File: src/rtl/keypad_scanner.sv
// keypad_scanner: 4x4 Pmod keypad column scanner with frame-level debounce.
// Emits the accepted hex key as a one-cycle valid pulse plus a held-level flag.
module keypad_scanner #(
    parameter int SCAN_BITS      = 17,
    parameter int DEBOUNCE_SCANS = 3
) (
    input  logic       clk,
    input  logic       rst,
    output logic [3:0] o_col_n,
    input  logic [3:0] i_row_n,
    output logic [3:0] o_key_code,
    output logic       o_key_valid,
    output logic       o_key_down
);
    localparam logic [3:0]  DEB   = 4'(DEBOUNCE_SCANS);
    // Hex code for key index 4*column+row, index 0 in the low nibble.
    localparam logic [63:0] CODES = {4'hD, 4'hC, 4'hB, 4'hA, 4'hE, 4'h9, 4'h6, 4'h3,
                                     4'hF, 4'h8, 4'h5, 4'h2, 4'h0, 4'h7, 4'h4, 4'h1};

    logic [3:0]           r_sync1, r_sync2;
    logic [SCAN_BITS-1:0] r_cnt;
    logic [1:0]           r_col;
    logic [11:0]          r_hits;
    logic                 r_cand_v;
    logic [3:0]           r_cand_c, r_count;
    logic                 w_step, w_frame_end, w_res_v, w_same, w_acc;
    logic [3:0]           w_res_c, w_next_cnt;
    logic [15:0]          w_all;

    assign w_step      = &r_cnt;
    assign w_frame_end = w_step && (r_col == 2'd3);
    assign w_all       = {~r_sync2, r_hits};

    // Descending scan so the lowest column/row index wins.
    always_comb begin
        w_res_v = 1'b0;
        w_res_c = 4'h0;
        for (int i = 15; i >= 0; i--)
            if (w_all[i]) begin
                w_res_v = 1'b1;
                w_res_c = CODES[4*i +: 4];
            end
    end

    assign w_same     = (w_res_v == r_cand_v) && (!w_res_v || w_res_c == r_cand_c);
    assign w_next_cnt = !w_same ? 4'd1 : (r_count == DEB ? DEB : r_count + 4'd1);
    assign w_acc      = w_frame_end && (w_next_cnt == DEB) && !(w_same && r_count == DEB);

    always_ff @(posedge clk or posedge rst) begin
        if (rst) begin
            r_sync1     <= 4'b1111;
            r_sync2     <= 4'b1111;
            r_cnt       <= '0;
            r_col       <= 2'd0;
            r_hits      <= '0;
            r_cand_v    <= 1'b0;
            r_cand_c    <= 4'h0;
            r_count     <= 4'd0;
            o_col_n     <= 4'b1110;
            o_key_code  <= 4'h0;
            o_key_valid <= 1'b0;
            o_key_down  <= 1'b0;
        end else begin
            r_sync1     <= i_row_n;
            r_sync2     <= r_sync1;
            r_cnt       <= r_cnt + 1'b1;
            o_key_valid <= 1'b0;
            if (w_step) begin
                r_col   <= r_col + 2'd1;
                o_col_n <= {o_col_n[2:0], o_col_n[3]};
                if (r_col != 2'd3)
                    r_hits[{r_col, 2'b00} +: 4] <= ~r_sync2;
            end
            if (w_frame_end) begin
                r_cand_v <= w_res_v;
                r_cand_c <= w_res_c;
                r_count  <= w_next_cnt;
            end
            if (w_acc) begin
                if (!w_res_v)
                    o_key_down <= 1'b0;
                else if (!o_key_down || w_res_c != o_key_code) begin
                    o_key_code  <= w_res_c;
                    o_key_down  <= 1'b1;
                    o_key_valid <= 1'b1;
                end
            end
        end
    end
endmodule

File: config.mk
export PLATFORM = sky130hd
export DESIGN_NAME = keypad_scanner
export DESIGN_NICKNAME = d
export VERILOG_FILES = /design/src/rtl/keypad_scanner.sv
export SDC_FILE = /design/constraint.sdc
export NUM_CORES = 1
export LEC_CHECK = 0
export ABC_AREA = 1
export BUFFER_PORTS_ARGS = -buffer_cell sky130_fd_sc_hd__buf_2
export CELL_PAD_IN_SITES_DETAIL_PLACEMENT = 1
export CELL_PAD_IN_SITES_GLOBAL_PLACEMENT = 2
export CORE_AREA = 2 2 91 93
export DETAILED_ROUTE_END_ITERATION = 8
export DIE_AREA = 0 0 93 95
export GPL_TIMING_DRIVEN = 0
export PLACE_DENSITY_LB_ADDON = 0.3
export SLEW_MARGIN = 40
export SYNTH_ARGS = -nofsm -noshare
export SYNTH_HDL_FRONTEND = slang
export SYNTH_SLANG_ARGS = --single-unit
File: constraint.sdc
create_clock -name clk -period 3.19 [get_ports clk]
set_clock_uncertainty 0.15 [all_clocks]
set_input_delay 0.638 -clock clk [delete_from_list [all_inputs] [get_ports clk]]
set_output_delay 0.638 -clock clk [all_outputs]
set_load 0.005 [all_outputs]
==> results of run 1 <==
==> registers in the layout, indices dropped and copies added (netlist names), 4 cells and up <==
register,cells
r_count,4
r_cand_c,4
o_key_code,4
o_col_n,4
r_hits,12
r_sync2,4
r_cnt,17
r_sync1,4
==> cells by family after synthesis <==
kind of cell,share of synthesized area (%)
fa+ha+maj,3.53
xor+xnor,5.26
flops,51.7
compound gates,6.05
simple gates,27.7
buf+inv,5.70
==> per-layer routing <==
layer	global-route usage [%]	part of all wire [%]
met4	6.25	1.7
met1	18.3	47
met5	0	0
met2	23.4	49
met3	3.59	2.1
==> repair_timing <==
item / 4_1_cts / 5_1_grt
gates cloned: 0 / 0
setup endpoints to repair: 9 / 17
pin swaps: 0 / 6
hold buffers: 0 / 0
hold endpoints to repair: 0 / 0
setup buffers: 0 / 7
resized for setup: 3 / 10
==> path summary, 6_finish.rpt <==
check | depth (start not counted) | endpoint | from | slack (ns)
min reg2reg | 0 | r_sync2[2]$_DFF_PP1_ | r_sync1[2]$_DFF_PP1_ | 0.21
min in group clk | 0 | r_sync2[2]$_DFF_PP1_ | r_sync1[2]$_DFF_PP1_ | 0.21
max | 15 | o_key_code[2]$_DFFE_PP0P_ | r_cnt[0]$_DFF_PP0_ | 0.21
max reg2reg | 15 | o_key_code[2]$_DFFE_PP0P_ | r_cnt[0]$_DFF_PP0_ | 0.21
max in group asynchronous | 3 | r_sync2[0]$_DFF_PP1_ | rst | 2.22
min | 2 | r_count[2]$_DFFE_PP0P_ | rst | 0.11
==> worst max-delay path: cells and delay by family, from the launching register on <==
kind / cells / cell delay, ns
buffers and inverters: 1 / 0.11
DFF: 1 / 0.37
adders and majority gates: 2 / 0.43
and+or+nand+nor: 12 / 1.80
==> metrics by stage <==
| step | hold WS (ns) | total power [uW] |
|---|---|---|
| final | 0.112 | 1470 |
| after CTS | 0.109 | 1490 |
| after floorplan | 0.195 | 792 |
| after global routing | 0.130 | 1520 |
| after detailed placement | 0.199 | 811 |
| after global placement | 0.196 | 806 |
==> power by group <==
group	leakage (uW)	internal, uW	switching (uW)
combinational	0.000808	13.5	32.9
clock	0.000103	379	293
sequential	0.000758	745	3.74
==> area by class of cell <==
cell class	instances	area, um2
Fill cell	979	4560
Sequential cell	58	1470
Multi-Input combinational cell	222	1260
Inverter	41	159
Timing Repair Buffer	23	148
Clock buffer	11	141
Tap cell	105	131
Clock inverter	5	53.8
Buffer	2	7.51
==> placed cells by master (no fill, tap or decap), drive strengths merged, types with 3 or more instances in the layout <==
| master | instances |
|---|---|
| nand2 | 102 |
| ha | 8 |
| nand4 | 8 |
| nor3 | 6 |
| a21oi | 4 |
| inv | 41 |
| clkinv | 4 |
| nand3b | 3 |
| nand3 | 17 |
| buf | 23 |
| xor2 | 11 |
| nor2 | 23 |
| clkbuf | 13 |
| dfstp | 11 |
| nor3b | 3 |
| dfrtp | 47 |
| xnor2 | 6 |
| o21ai | 22 |
==> impl_metrics.ini, run 1 <==
[outcome]
status = completed

[floorplanning]
die_y_um = 95
die_area_um2 = 8840
die_w_um = 93
pin_count = 16
initial_core_util_pct = 35.7
row_count = 33
core_area_um2 = 7930

[placement]
place_ws_ns = -0.315
gp_congestion = 0.749
placedCellCount = 444
dp_hpwl_um = 4260
postPlaceCellArea_um2 = 3060
io_buffers = 15

[global_route]
overflow = 0
antenna_found_initial = 0
grt_pass1_vias = 2116
grt_pass1_wl_um = 9760
track_usage_pct = 14.4
grt_max_degree = 36

[finish]
final_nets = 371
antenna_cells = 0
layout.cells.non_filler = 467
drive_above_1_share_pct = 22.4
utilization_pct = 42.5
final_area_um2 = 3370
syn_to_final_growth_pct = 18.9

[logic_synthesis]
synth_area_leaders = dfrtp_1, nand2_1, dfstp_2
yosysWarnings = 0
syn_avg_cell_area_um2 = 8.77
seq_area_frac_synth_pct = 51.7
synth_top_area_share_pct = 41.5
netlist_instances = 323
async_flop_share_pct = 100
synth_edf_count = 0
synthMostInstantiatedCell = nand2_1
yosysUniqueCellTypes = 32
synth_top_cell_by_area = dfrtp_1
synth_ff_type = dfrtp_1
syn_area_um2 = 2830
synth_commonest_cells = nand2_1, dfrtp_1, inv_1, o21ai_0, nor2_1
syn_nets = 337
ys_ff_latch = 58

[setup_path]
crit_path_end_kind = register
crit_chain = ha_2 > nand3_2 > nor3b_4 > nand3_2 > nor3_4 > nand2_2 > nor4b_4 > ha_2 > nand2_1 > inv_4 > nand2_2 > nor2_4 > nand3_2 > nand2_1 > nand2_1
worst_path_max_delay_cell = dfrtp_1
cpPeakStageDelay_ns = 0.37
required_ns = 3.27
worstSetupPathType = reg -> reg
startpoint_type = register
crit_fanout = 8
cp.arrival_ns = 3.06

[timing]
max_freq_ghz = 0.335
setup_ws_ns = 0.209
tightest_slew_ns = 0.560
slew_headroom_pct = 62.3
slew_viol_final = 0
finalSetupViolCount = 0
tns_ns = 0
fin_crit_ns = 2.98
hold_viol = 0
fin_crit_sh_pct = 93.5
rsz0062_at_grt = true

[route]
drc_errors = 0
drtIter0Drc = 140
ant_nets = 0
vias_per_cell = 4.61
wl_per_cell_um = 12.6
wl_um = 5880
vias = 2151
drtPass1Iterations = 4

[power]
p_per_area_nw_per_um2 = 436
ir_worst_vdd_v = 0.000249
leakage_uw = 0.00167

[clocking]
cts-root-buf = clkbuf_8
h-tree-depth = 3
numCtsBuffers = 9
clk_path_buf_depth = 2
cts_tree = done
clk_pin_slew_ns = 0.07
clkLatencyLatePin_ns = 0.34
cts.sinks = 58

[min_path]
hold_path_class = in -> async

[job]
drv_cap = 0
No activity file was read; power rests on OpenSTA's default activity.
==> run 2: changes to the inputs <==
CORE_AREA = 2 2 89 91   (was 2 2 91 93)
CTS_BUF_LIST = sky130_fd_sc_hd__clkbuf_4 sky130_fd_sc_hd__clkbuf_8   (was default)
DIE_AREA = 0 0 91 93   (was 0 0 93 95)
==> impl_metrics.ini, run 2 (synthesis gave the netlist of run 1 again) <==
[global_route]
antenna_found_initial = 0
grt_pass1_wl_um = 10200
grt_max_degree = 35
use_met3_pct = 4.59
track_usage_pct = 15.1
met2_usage_pct = 25.7
grt_use_met1_pct = 18.3
grt_pass1_vias = 2256
busiest_layer = met2
overflow = 0

[setup_path]
worstSetupPathType = reg -> reg
cp.arrival_ns = 2.97
worst_path_max_delay_cell = dfrtp_1
startpoint_type = register
crit_fanout = 8
crit_path_end_kind = register
cp_top_family = simple AND/OR/NAND/NOR gates
cpPeakStageDelay_ns = 0.37
crit_chain = ha_1 > nand3_1 > nor3b_2 > nand3_2 > nor3_4 > nand2_1 > nor4b_2 > ha_1 > nand2_1 > inv_2 > nand2_2 > nor2_4 > nand3_2 > nand2_1 > nand2_1
crit_path_frequent_cell = nand2_1
critPathBufInv = 1
required_ns = 3.27

[clocking]
clk_path_buf_depth = 2
cts-root-buf = clkbuf_8
cts.sinks = 58
clk_pin_slew_ns = 0.08
h-tree-depth = 3
cts_tree = done
numCtsBuffers = 9
clkLatencyLatePin_ns = 0.33
hold_buffers = 0

[floorplanning]
die_area_um2 = 8460
pin_count = 16
row_count = 32
core_area_um2 = 7530
die_y_um = 93
die_w_um = 91
initial_core_util_pct = 37.6

[power]
ir_worst_vdd_v = 0.000279
p_per_area_nw_per_um2 = 445
leakage_uw = 0.00162

[route]
vias = 2130
drtPass1Iterations = 4
ant_nets = 0
drc_errors = 0
drtIter0Drc = 64
vias_per_cell = 4.64
wl_um = 5600
wl_per_cell_um = 12.2

[timing]
hold_ws_ns = 0.119
slew_headroom_pct = 61.9
slew_viol_final = 0
fin_crit_ns = 2.89
hold_viol = 0
rsz0062_at_grt = false
fin_crit_sh_pct = 90.7
setup_ws_ns = 0.297
tns_ns = 0
tightest_slew_ns = 0.566
finalSetupViolCount = 0
max_freq_ghz = 0.346

[finish]
utilization_pct = 43.8
largest_reg_flops = 17
final_nets = 366
layout.cells.non_filler = 459
top_register = r_cnt
multi_input_comb_area_um2 = 1230
mostFrequentLayoutCell = nand2_1
drive_above_1_share_pct = 20.4
fillers = 944
syn_to_final_growth_pct = 16.4
antenna_cells = 0
final_cell_mix = nand2_1, dfrtp_1, inv_1
regArea_um2 = 1470
top_regs = r_cnt x17, r_hits x12

[placement]
io_buffers = 15
placedCellCount = 441
place_ws_ns = -0.326
gp_congestion = 0.767
dp_hpwl_um = 4200

[outcome]
status = completed

[job]
drv_cap = 0

[min_path]
hold_path_class = in -> async
==> run 2: worst paths after layout <==
check	from	to	slack, ns	cells after the start
worst max-delay path	r_cnt[0]$_DFF_PP0_	o_key_code[2]$_DFFE_PP0P_	0.30	15
worst min-delay path	rst	o_col_n[0]$_DFFE_PP0P_	0.12	2
worst max register to register	r_cnt[0]$_DFF_PP0_	o_key_code[2]$_DFFE_PP0P_	0.30	15
worst min register to register	r_sync1[2]$_DFF_PP1_	r_sync2[2]$_DFF_PP1_	0.21	0
max in group asynchronous	rst	r_sync2[0]$_DFF_PP1_	2.21	3
min in group clk	r_sync1[2]$_DFF_PP1_	r_sync2[2]$_DFF_PP1_	0.21	0
==> run 2: power by group <==
part	total, uW	internal [uW]	leakage [uW]	switching [uW]
registers	748	745	0.000758	3.49
clock network	674	370	0.0000923	304
logic	45.8	13.5	0.000766	32.4
total	1470	1130	0.00162	340
==> run 2: worst register-to-register path: cells and delay by family, from the launching register on <==
kind,cells,cell delay [ns]
adders and majority gates,2,0.44
buffers and inverters,1,0.14
DFF,1,0.37
and+or+nand+nor,12,1.70
==> run 2: area by class of cell <==
class                      instances  share of cell area, %
sequential                        58                   44.4
multi-input combinational        222                   37.4
inverter                          41                   4.74
clock buffer                      10                   3.98
tap                              102                   3.87
timing repair buffer              18                   3.34
clock inverter                     6                   2.01
buffer                             2                  0.228
==> run 2: per-layer routing <==
layer / vias to the layer above / wire, um
met2: 17 / 2750
met4: 0 / 82
met3: 9 / 138
met5: - / 0
met1: 1020 / 2630
li1: 1084 / -
==> run 2: through the flow <==
stage               cell area, um2  total power [uW]
floorplan                     2830               792
global placement              3040               806
detailed placement            3060               810
CTS                           3270              1500
global route                  3300              1550
finish                        3300              1470
==> run 2: repair_timing <==
| item | CTS | global route |
|---|---|---|
| gates cloned | 0 | 0 |
| setup endpoints to repair | 16 | 9 |
| pin swaps | 1 | 1 |
| resized for setup | 3 | 3 |
| setup buffers | 1 | 1 |
